<file path="src/rtl/gshare_branch_predictor_pkg.sv">
// Shared pipeline types for the gshare direction predictor and the pipe
// registers that carry its PHT index to the resolving stage.
package gshare_branch_predictor_pkg;

  localparam int DEFAULT_PHT_INDEX_WIDTH = 8;
  localparam int DEFAULT_HISTORY_LEN     = 8;

  typedef logic [DEFAULT_PHT_INDEX_WIDTH-1:0] PhtIndex;
  typedef logic [1:0]                         BranchCounter;

  localparam BranchCounter STRONG_NT = 2'b00;
  localparam BranchCounter WEAK_NT   = 2'b01;
  localparam BranchCounter WEAK_T    = 2'b10;
  localparam BranchCounter STRONG_T  = 2'b11;

  typedef struct packed {
    logic [31:0] pc;
    logic        isBranch;
    logic        predTaken;
    PhtIndex     predictIndex;
  } DecodeStagePipeReg;

  typedef struct packed {
    logic [31:0] pc;
    logic        isBranch;
    logic        predTaken;
    PhtIndex     predictIndex;
  } ExecuteStagePipeReg;

endpackage

</file>
<file path="src/rtl/gshare_branch_predictor_sat_counter2.sv">
// Next-state of a 2-bit saturating direction counter; pure combinational,
// holds at STRONG_NT / STRONG_T instead of wrapping.
module gshare_branch_predictor_sat_counter2
  import gshare_branch_predictor_pkg::*;
(
  input  logic [1:0] cur_i,
  input  logic       taken_i,
  output logic [1:0] next_o
);

  always_comb begin
    next_o = cur_i;
    case (cur_i)
      STRONG_NT: next_o = taken_i ? WEAK_NT  : STRONG_NT;
      WEAK_NT:   next_o = taken_i ? WEAK_T   : STRONG_NT;
      WEAK_T:    next_o = taken_i ? STRONG_T : WEAK_NT;
      default:   next_o = taken_i ? STRONG_T : WEAK_T;
    endcase
  end

endmodule

</file>
<file path="src/rtl/gshare_branch_predictor.sv">
// Gshare direction predictor: combinational PHT read at fetch, one counter
// write per cycle at resolve, speculative history repaired on mispredict.
module gshare_branch_predictor
  import gshare_branch_predictor_pkg::*;
#(
  parameter int         PHT_INDEX_WIDTH = DEFAULT_PHT_INDEX_WIDTH,
  parameter int         HISTORY_LEN     = DEFAULT_HISTORY_LEN,
  parameter logic [1:0] CNT_RESET       = WEAK_NT
) (
  input  logic                       clk,
  input  logic                       rst,
  input  logic [31:0]                fetchPc,
  input  logic                       fetchIsBranch,
  output logic                       isBranchTakenPredicted,
  output logic [PHT_INDEX_WIDTH-1:0] predictIndex,
  input  logic                       updateValid,
  input  logic [PHT_INDEX_WIDTH-1:0] updateIndex,
  input  logic                       updateTaken,
  input  logic                       updateMispredict,
  output logic [31:0]                perfPredictions,
  output logic [31:0]                perfMispredicts
);

  localparam int PHT_ENTRIES = 1 << PHT_INDEX_WIDTH;

  logic [1:0]                 pht_q [PHT_ENTRIES];
  logic [HISTORY_LEN-1:0]     spec_ghr_q,   spec_ghr_d;
  logic [HISTORY_LEN-1:0]     commit_ghr_q, commit_ghr_d;
  logic [31:0]                perf_pred_q,  perf_pred_d;
  logic [31:0]                perf_mis_q,   perf_mis_d;

  logic [PHT_INDEX_WIDTH-1:0] ghr_ext;
  logic [HISTORY_LEN-1:0]     commit_shift;
  logic [HISTORY_LEN-1:0]     spec_shift;
  logic [1:0]                 upd_cur;
  logic [1:0]                 upd_next;
  logic                       unused_pc_bits;

  // Word-aligned PC: the two low bits never carry index information.
  assign unused_pc_bits = ^{fetchPc[31:PHT_INDEX_WIDTH+2], fetchPc[1:0]};

  always_comb begin
    ghr_ext                  = '0;
    ghr_ext[HISTORY_LEN-1:0] = spec_ghr_q;
  end

  assign predictIndex           = fetchPc[PHT_INDEX_WIDTH+1:2] ^ ghr_ext;
  assign isBranchTakenPredicted = pht_q[predictIndex][1];

  generate
    if (HISTORY_LEN == 1) begin : g_hist1
      assign commit_shift = updateTaken;
      assign spec_shift   = isBranchTakenPredicted;
    end else begin : g_histn
      assign commit_shift = {commit_ghr_q[HISTORY_LEN-2:0], updateTaken};
      assign spec_shift   = {spec_ghr_q[HISTORY_LEN-2:0], isBranchTakenPredicted};
    end
  endgenerate

  assign upd_cur = pht_q[updateIndex];

  gshare_branch_predictor_sat_counter2 u_sat_counter2 (
    .cur_i   (upd_cur),
    .taken_i (updateTaken),
    .next_o  (upd_next)
  );

  always_comb begin
    commit_ghr_d = commit_ghr_q;
    spec_ghr_d   = spec_ghr_q;
    perf_pred_d  = perf_pred_q;
    perf_mis_d   = perf_mis_q;

    if (updateValid) begin
      commit_ghr_d = commit_shift;
    end

    // A redirect wins over a same-cycle fetch shift: that fetch is squashed.
    if (updateValid && updateMispredict) begin
      spec_ghr_d = commit_shift;
    end else if (fetchIsBranch) begin
      spec_ghr_d = spec_shift;
    end

    if (fetchIsBranch) begin
      perf_pred_d = perf_pred_q + 32'd1;
    end
    if (updateValid && updateMispredict) begin
      perf_mis_d = perf_mis_q + 32'd1;
    end
  end

  always_ff @(posedge clk or negedge rst) begin
    if (!rst) begin
      for (int i = 0; i < PHT_ENTRIES; i++) begin
        pht_q[i] <= CNT_RESET;
      end
      spec_ghr_q   <= '0;
      commit_ghr_q <= '0;
      perf_pred_q  <= '0;
      perf_mis_q   <= '0;
    end else begin
      if (updateValid) begin
        pht_q[updateIndex] <= upd_next;
      end
      spec_ghr_q   <= spec_ghr_d;
      commit_ghr_q <= commit_ghr_d;
      perf_pred_q  <= perf_pred_d;
      perf_mis_q   <= perf_mis_d;
    end
  end

  assign perfPredictions = perf_pred_q;
  assign perfMispredicts = perf_mis_q;

endmodule

</file>
<file path="config.mk">
export PLATFORM = sky130hd
export DESIGN_NAME = gshare_branch_predictor
export DESIGN_NICKNAME = d
export VERILOG_FILES = /design/src/rtl/gshare_branch_predictor_pkg.sv /design/src/rtl/gshare_branch_predictor_sat_counter2.sv /design/src/rtl/gshare_branch_predictor.sv
export SDC_FILE = /design/constraint.sdc
export NUM_CORES = 1
export LEC_CHECK = 0
export CORE_UTILIZATION = 35
export DETAILED_ROUTE_END_ITERATION = 10
export PLACE_DENSITY = 0.52
export SYNTH_ARGS = -nofsm -noshare
export SYNTH_HDL_FRONTEND = slang
export SYNTH_SLANG_ARGS = --single-unit
</file>
<file path="constraint.sdc">
create_clock -name clk -period 4.8 [get_ports clk]
set_input_delay 1.2 -clock clk [delete_from_list [all_inputs] [get_ports clk]]
set_output_delay 1.2 -clock clk [all_outputs]
set_load 0.01 [all_outputs]
</file>
# ---- Word level (Yosys, flattened, before mapping)
# Cells that the tools add are included.
dict set report totals {
  inputBits 46
  register_bits 591
  word_cells 290
  output_inout_bits 73
}
dict set report classes {
  n_mux 16
  magnitude_cmp 3
  n_eq_ne 2
  addsub 2
  reduce_logical 4
  n_bitwise 3
}
# op count
set ops {}
lappend ops {{bitwise mux 512 bit} 1}
lappend ops {{adder 32 x 1 -> 32 bit (second input constant)} 2}
lappend ops {{binary-select mux 2 bit (select 8 bit)} 2}
lappend ops {{>= comparator 9 bit (second input constant)} 2}
lappend ops {{inverter 8 -> 9 bit} 2}
lappend ops {{demux 2 bit (select 8 bit)} 1}
lappend ops {{two-way mux 8 bit} 2}
lappend ops {{two-way mux 2 bit} 7}
lappend ops {{< comparator 9 x 1 -> 1 bit (second input constant)} 1}
lappend ops {{bitwise XOR 8 bit} 1}
lappend ops {{case mux 2 bit (3 select lines)} 1}
lappend ops {{equality test 2 x 1 -> 1 bit (second input constant)} 1}
lappend ops {{equality test 2 bit (second input constant)} 1}
lappend ops {{logical AND 1 bit} 2}
lappend ops {{logical NOT 2 bit} 1}
lappend ops {{two-way mux 1 bit} 2}
lappend ops {{nonzero test 2 bit} 1}

# ---- Longest topological paths before layout
dict set report depth {
  depth_word 7
  depth_mapped 16
  ltp_nobuf 9
}

# ---- Hierarchy
# Synthesis repeated with hierarchy kept, for this count alone.
dict set report unflattened {
  cells_unflattened 2154
  hier_area_um2 30165.2
}
# module cells_each seq_area_each_um2 instances area_each_um2
set by_module_without_submodules {}
lappend by_module_without_submodules {gshare_branch_predictor 2151 15109.5 1 30138.9}
lappend by_module_without_submodules {gshare_branch_predictor_sat_counter2 3 0.0 1 26.3}

# ---- Least setup slack after synthesis
# Ideal clock, no wire load.
dict set report synth_path {
  path_type {input-to-output}
  from {input fetchPc[2]}
  to {output isBranchTakenPredicted}
  n_path_buf 2
  path_slack_ns -0.241
  t_required_ns 3.600
  stages 9
  arrival_time_ns 3.841
  path_cell_list {xor2_1 -> buf_2 -> buf_2 -> mux4_2 -> a22oi_1 -> nand3_1 -> a221oi_1 -> o311ai_0 -> and3_1}
}
dict set report synth_between {
  elab_chain_len 5
}
# element line_no
set synth_lines {}
lappend synth_lines {{from (decl)} gshare_branch_predictor.sv:12} ;# input logic [31:0] fetchPc,
lappend synth_lines {{bitwise XOR 8 bit} gshare_branch_predictor.sv:47} ;# assign predictIndex = fetchPc[PHT_INDEX_WIDTH+1:2] ^ ghr_ext;
lappend synth_lines {{inverter 8 -> 9 bit (not written as such)} gshare_branch_predictor.sv:48} ;# assign isBranchTakenPredicted = pht_q[predictIndex][1];
lappend synth_lines {{binary-select mux 2 bit (select 8 bit)} gshare_branch_predictor.sv:48}
lappend synth_lines {{two-way mux 2 bit (not written as such) (2 in series)} gshare_branch_predictor.sv:48}
lappend synth_lines {{to (decl)} gshare_branch_predictor.sv:14} ;# output logic isBranchTakenPredicted,
# No other way between the ends. The select of a mux whose other input is x is not followed.

# ---- Final worst setup path
# Ends and elaborated chain as after synthesis.

==> impl_results.md <==
* CP Max Fanout at 9
* Most frequent cell after synthesis: nand2_1
* Placer Congestion at 1.01
* R2R Setup Slk at 1.09 ns
* Mux share of post-synthesis cell area at 18.7%
* Pwr Total at 14.5 mW
* Global-route wire length before repair at 175 mm
* CTS tree: done
* Vias in the first global route at 26500
* CP most frequent cell: buf_6
* Core Area at 0.0917 mm²
* Yosys reg bits at 591
* Worst Path Arrival at 3.61 ns
* Largest net degree at the start of global routing at 98
* Final Hold Viols at 0
* Post-placement worst setup slack at -1.04 ns
* Cells on worst reg2reg path at 10
* Register area share after synthesis at 46.7%
* Cell family with most CP delay: buffers and inverters
* Worst Skew at 0.0354 ns
* Xor/xnor share of the synthesized area at 1.90%
* Final setup viols at 1
* Peak VDD IR at 0.000287 V
* Core Rows at 111
* Simple-gate area share of the yosys netlist at 10.5%
* Synth top cells by count: nand2_1 (426), dfrtp_1 (335), a21oi_1 (264)
* Synthesized net count at 3153
* Main combinational cell family by area after synthesis: multiplexers
* Synth area leader: dfrtp_1
* PwrDens at 374 mW/mm²
* Max Cap Viol at 0
* Syn_area_per_cell at 10.4 µm²
* Buffers on Ports at 94
* Worst slew margin at 26.1%
* Worst skew pair latency at 0.65 ns
* Antenna violations before repair at 1
* Sum Neg Setup Slack at -0.0100 ns
* ANT nets after route at 0
* Buffer and inverter count on the worst path at 5
* Achievable Freq at 208 MHz
* Initial Util at 35.3%
* Total track usage at 24.7%
* Shortest period the worst path allows at 4.81 ns
* CTS sink cnt at 591
* Hold-critical path depth at 2
* CP max stage delay at 0.55 ns
* Synth async-reset ratio at 100%
* DRT Wirelength at 116 mm
* RSZ-0062 raised after global routing: true
* Die width at 306 µm
* DP HPWL at 83.3 mm
* Crit path required time at 3.60 ns
* DR WL/cell at 25.8 µm
* Final instance area at 0.0389 mm²
* Leakage at 14.9 nW
* Hold Path Class: register to register
* Yosys cell types at 75
* Yosys warnings at 0
* Type of the worst setup path: primary input to output pin
* Setup WS post-layout at -0.0100 ns
* Fin. max-slew vios at 0
* Post-layout util at 42.4%
* Compound-Gate Fraction of Synth Area at 17.4%
* Synth Flop Type: dfrtp_1
* Io pins at 119
* Cts bufs inserted at 70
* Failing checks: negative setup slack
* Nets at 3309
* Worst-path clk slew at 0.06 ns
* Post-synth EDFFs at 0
* Cell Area, Placed at 0.0363 mm²
* FF-to-FF Start: pht_q[424]
* HP Start: pht_q[252]
* Hold WS at 0.463 ns
* Vias/cell at 5.98
* Area grow syn2layout at 20.2%
* Synth top area share at 25.9%
* Dpl cells at 4365
* First drt pass iteration count at 6
* Synth Area in Adders at 0.143%
* Max stage delay cell, worst path: mux4_2
* Overflow left after global routing at 0
* Final period util at 100%
* Clk buf depth at 3
* Via count at 26900
* Hold path endpoint: pht_q[252]
* Root buffer cell: clkbuf_16
* Critical path endpoint category: output pin
* R2R Path End: pht_q[476]
* DIE HEIGHT at 306 µm
* Cts hold-fix bufs at 0
* Top cells by area, synth: dfrtp_1 (26%), dfstp_2 (21%), mux4_2 (11%)
* DR iter-0 viols at 2998
* Status: finished, violations left
* Mapped cell area at 0.0323 mm²
* DR DRC count at 0
* Total die area at 0.0936 mm²
* CP startpoint kind: primary input
* Worst-path cell chain: buf_8 -> xor2_4 -> buf_6 -> buf_12 -> mux4_2 -> a2111oi_2 -> buf_4 -> o31ai_2 -> o22a_1 -> and3_4 -> buf_6
* Final std cells w/o fill at 4504
* H-tree Lvls at 3
* Gate count after technology mapping at 3105
* Fraction of layout cells with a size suffix above 1 at 26.6%
* Worst Max-Slew Pin Slew at 1.11 ns
-- how the worst max path moves through the flow --
stage | slack [ns] | startpoint | endpoint | depth (start not counted)
after floorplan | 0.06 | fetchPc[3] | isBranchTakenPredicted | 12
after global placement | -1.01 | fetchPc[2] | isBranchTakenPredicted | 13
after detailed placement | -1.04 | fetchPc[2] | isBranchTakenPredicted | 13
after CTS | -0.07 | fetchPc[2] | isBranchTakenPredicted | 11
after global routing | -0.11 | fetchPc[2] | isBranchTakenPredicted | 11
final | -0.01 | fetchPc[2] | isBranchTakenPredicted | 11
-- timing repair --
action / 4_1_cts / 5_1_grt
setup buffers: 9 / 0
setup endpoints to repair: 1 / 1
pin swaps: 5 / 11
resized for setup: 34 / 19
cloned: 2 / 1
-- registers in the layout, indices dropped and copies added (netlist names) --
register and cells:
commit_ghr_q 7, ghr_ext 8, perfMispredicts 32, perfPredictions 32
pht_q 512
-- layout make-up --
class	instances	area, µm²
Tap cell	1186	1480
Multi-Input combinational cell	2187	16000
Clock buffer	104	2010
Clock inverter	24	295
Timing Repair Buffer	387	3910
Fill cell	8708	52800
Inverter	24	103
Sequential cell	591	15100
Antenna cell	1	2.50
-- placed cells by master, fill, tap and decap left out, types with 123 or more instances in the layout --
| cell type | synthesis | final |
|---|---|---|
| a21oi_1 | 264 | 264 |
| a31oi_1 | 125 | 123 |
| buf_4 | 22 | 230 |
| dfrtp_1 | 335 | 335 |
| dfstp_2 | 256 | 256 |
| mux2i_1 | 250 | 250 |
| mux4_2 | 152 | 152 |
| nand2_1 | 426 | 426 |
| nor2_1 | 197 | 191 |
| o21ai_0 | 240 | 239 |
-- power breakdown --
part,switching (mW),internal [mW],leakage (nW)
Combinational,1.75,1.55,6.57
Clock,2.23,3.14,1.13
Sequential,0.384,5.47,7.17
Total,4.37,10.2,14.9
-- worst reg2reg max path, cell delays in order, from the launching register on --
cell and delay [ns]:
dfstp_2 0.37, mux4_2 0.47, mux4_2 0.55, nor3b_1 0.25, a31oi_1 0.26, a31oi_2 0.27
buf_4 0.24, o41ai_4 0.55, buf_12 0.33, mux2i_1 0.18, a21oi_1 0.16
-- cell families after synthesis --
family	count (synthesis)
flops	591
mux	414
buf+inv	327
compound gates	899
fa+ha+maj	4
xor+xnor	70
simple gates	800
-- routing by layer --
metal,vias to the layer above,global-route usage [%],routed length [µm]
met5,-,0,13
met4,2,8.41,3930
li1,11900,-,-
met3,234,5.16,8810
met1,13700,34.1,50100
met2,1161,38.4,53100
(Power assumes the default switching activity.)
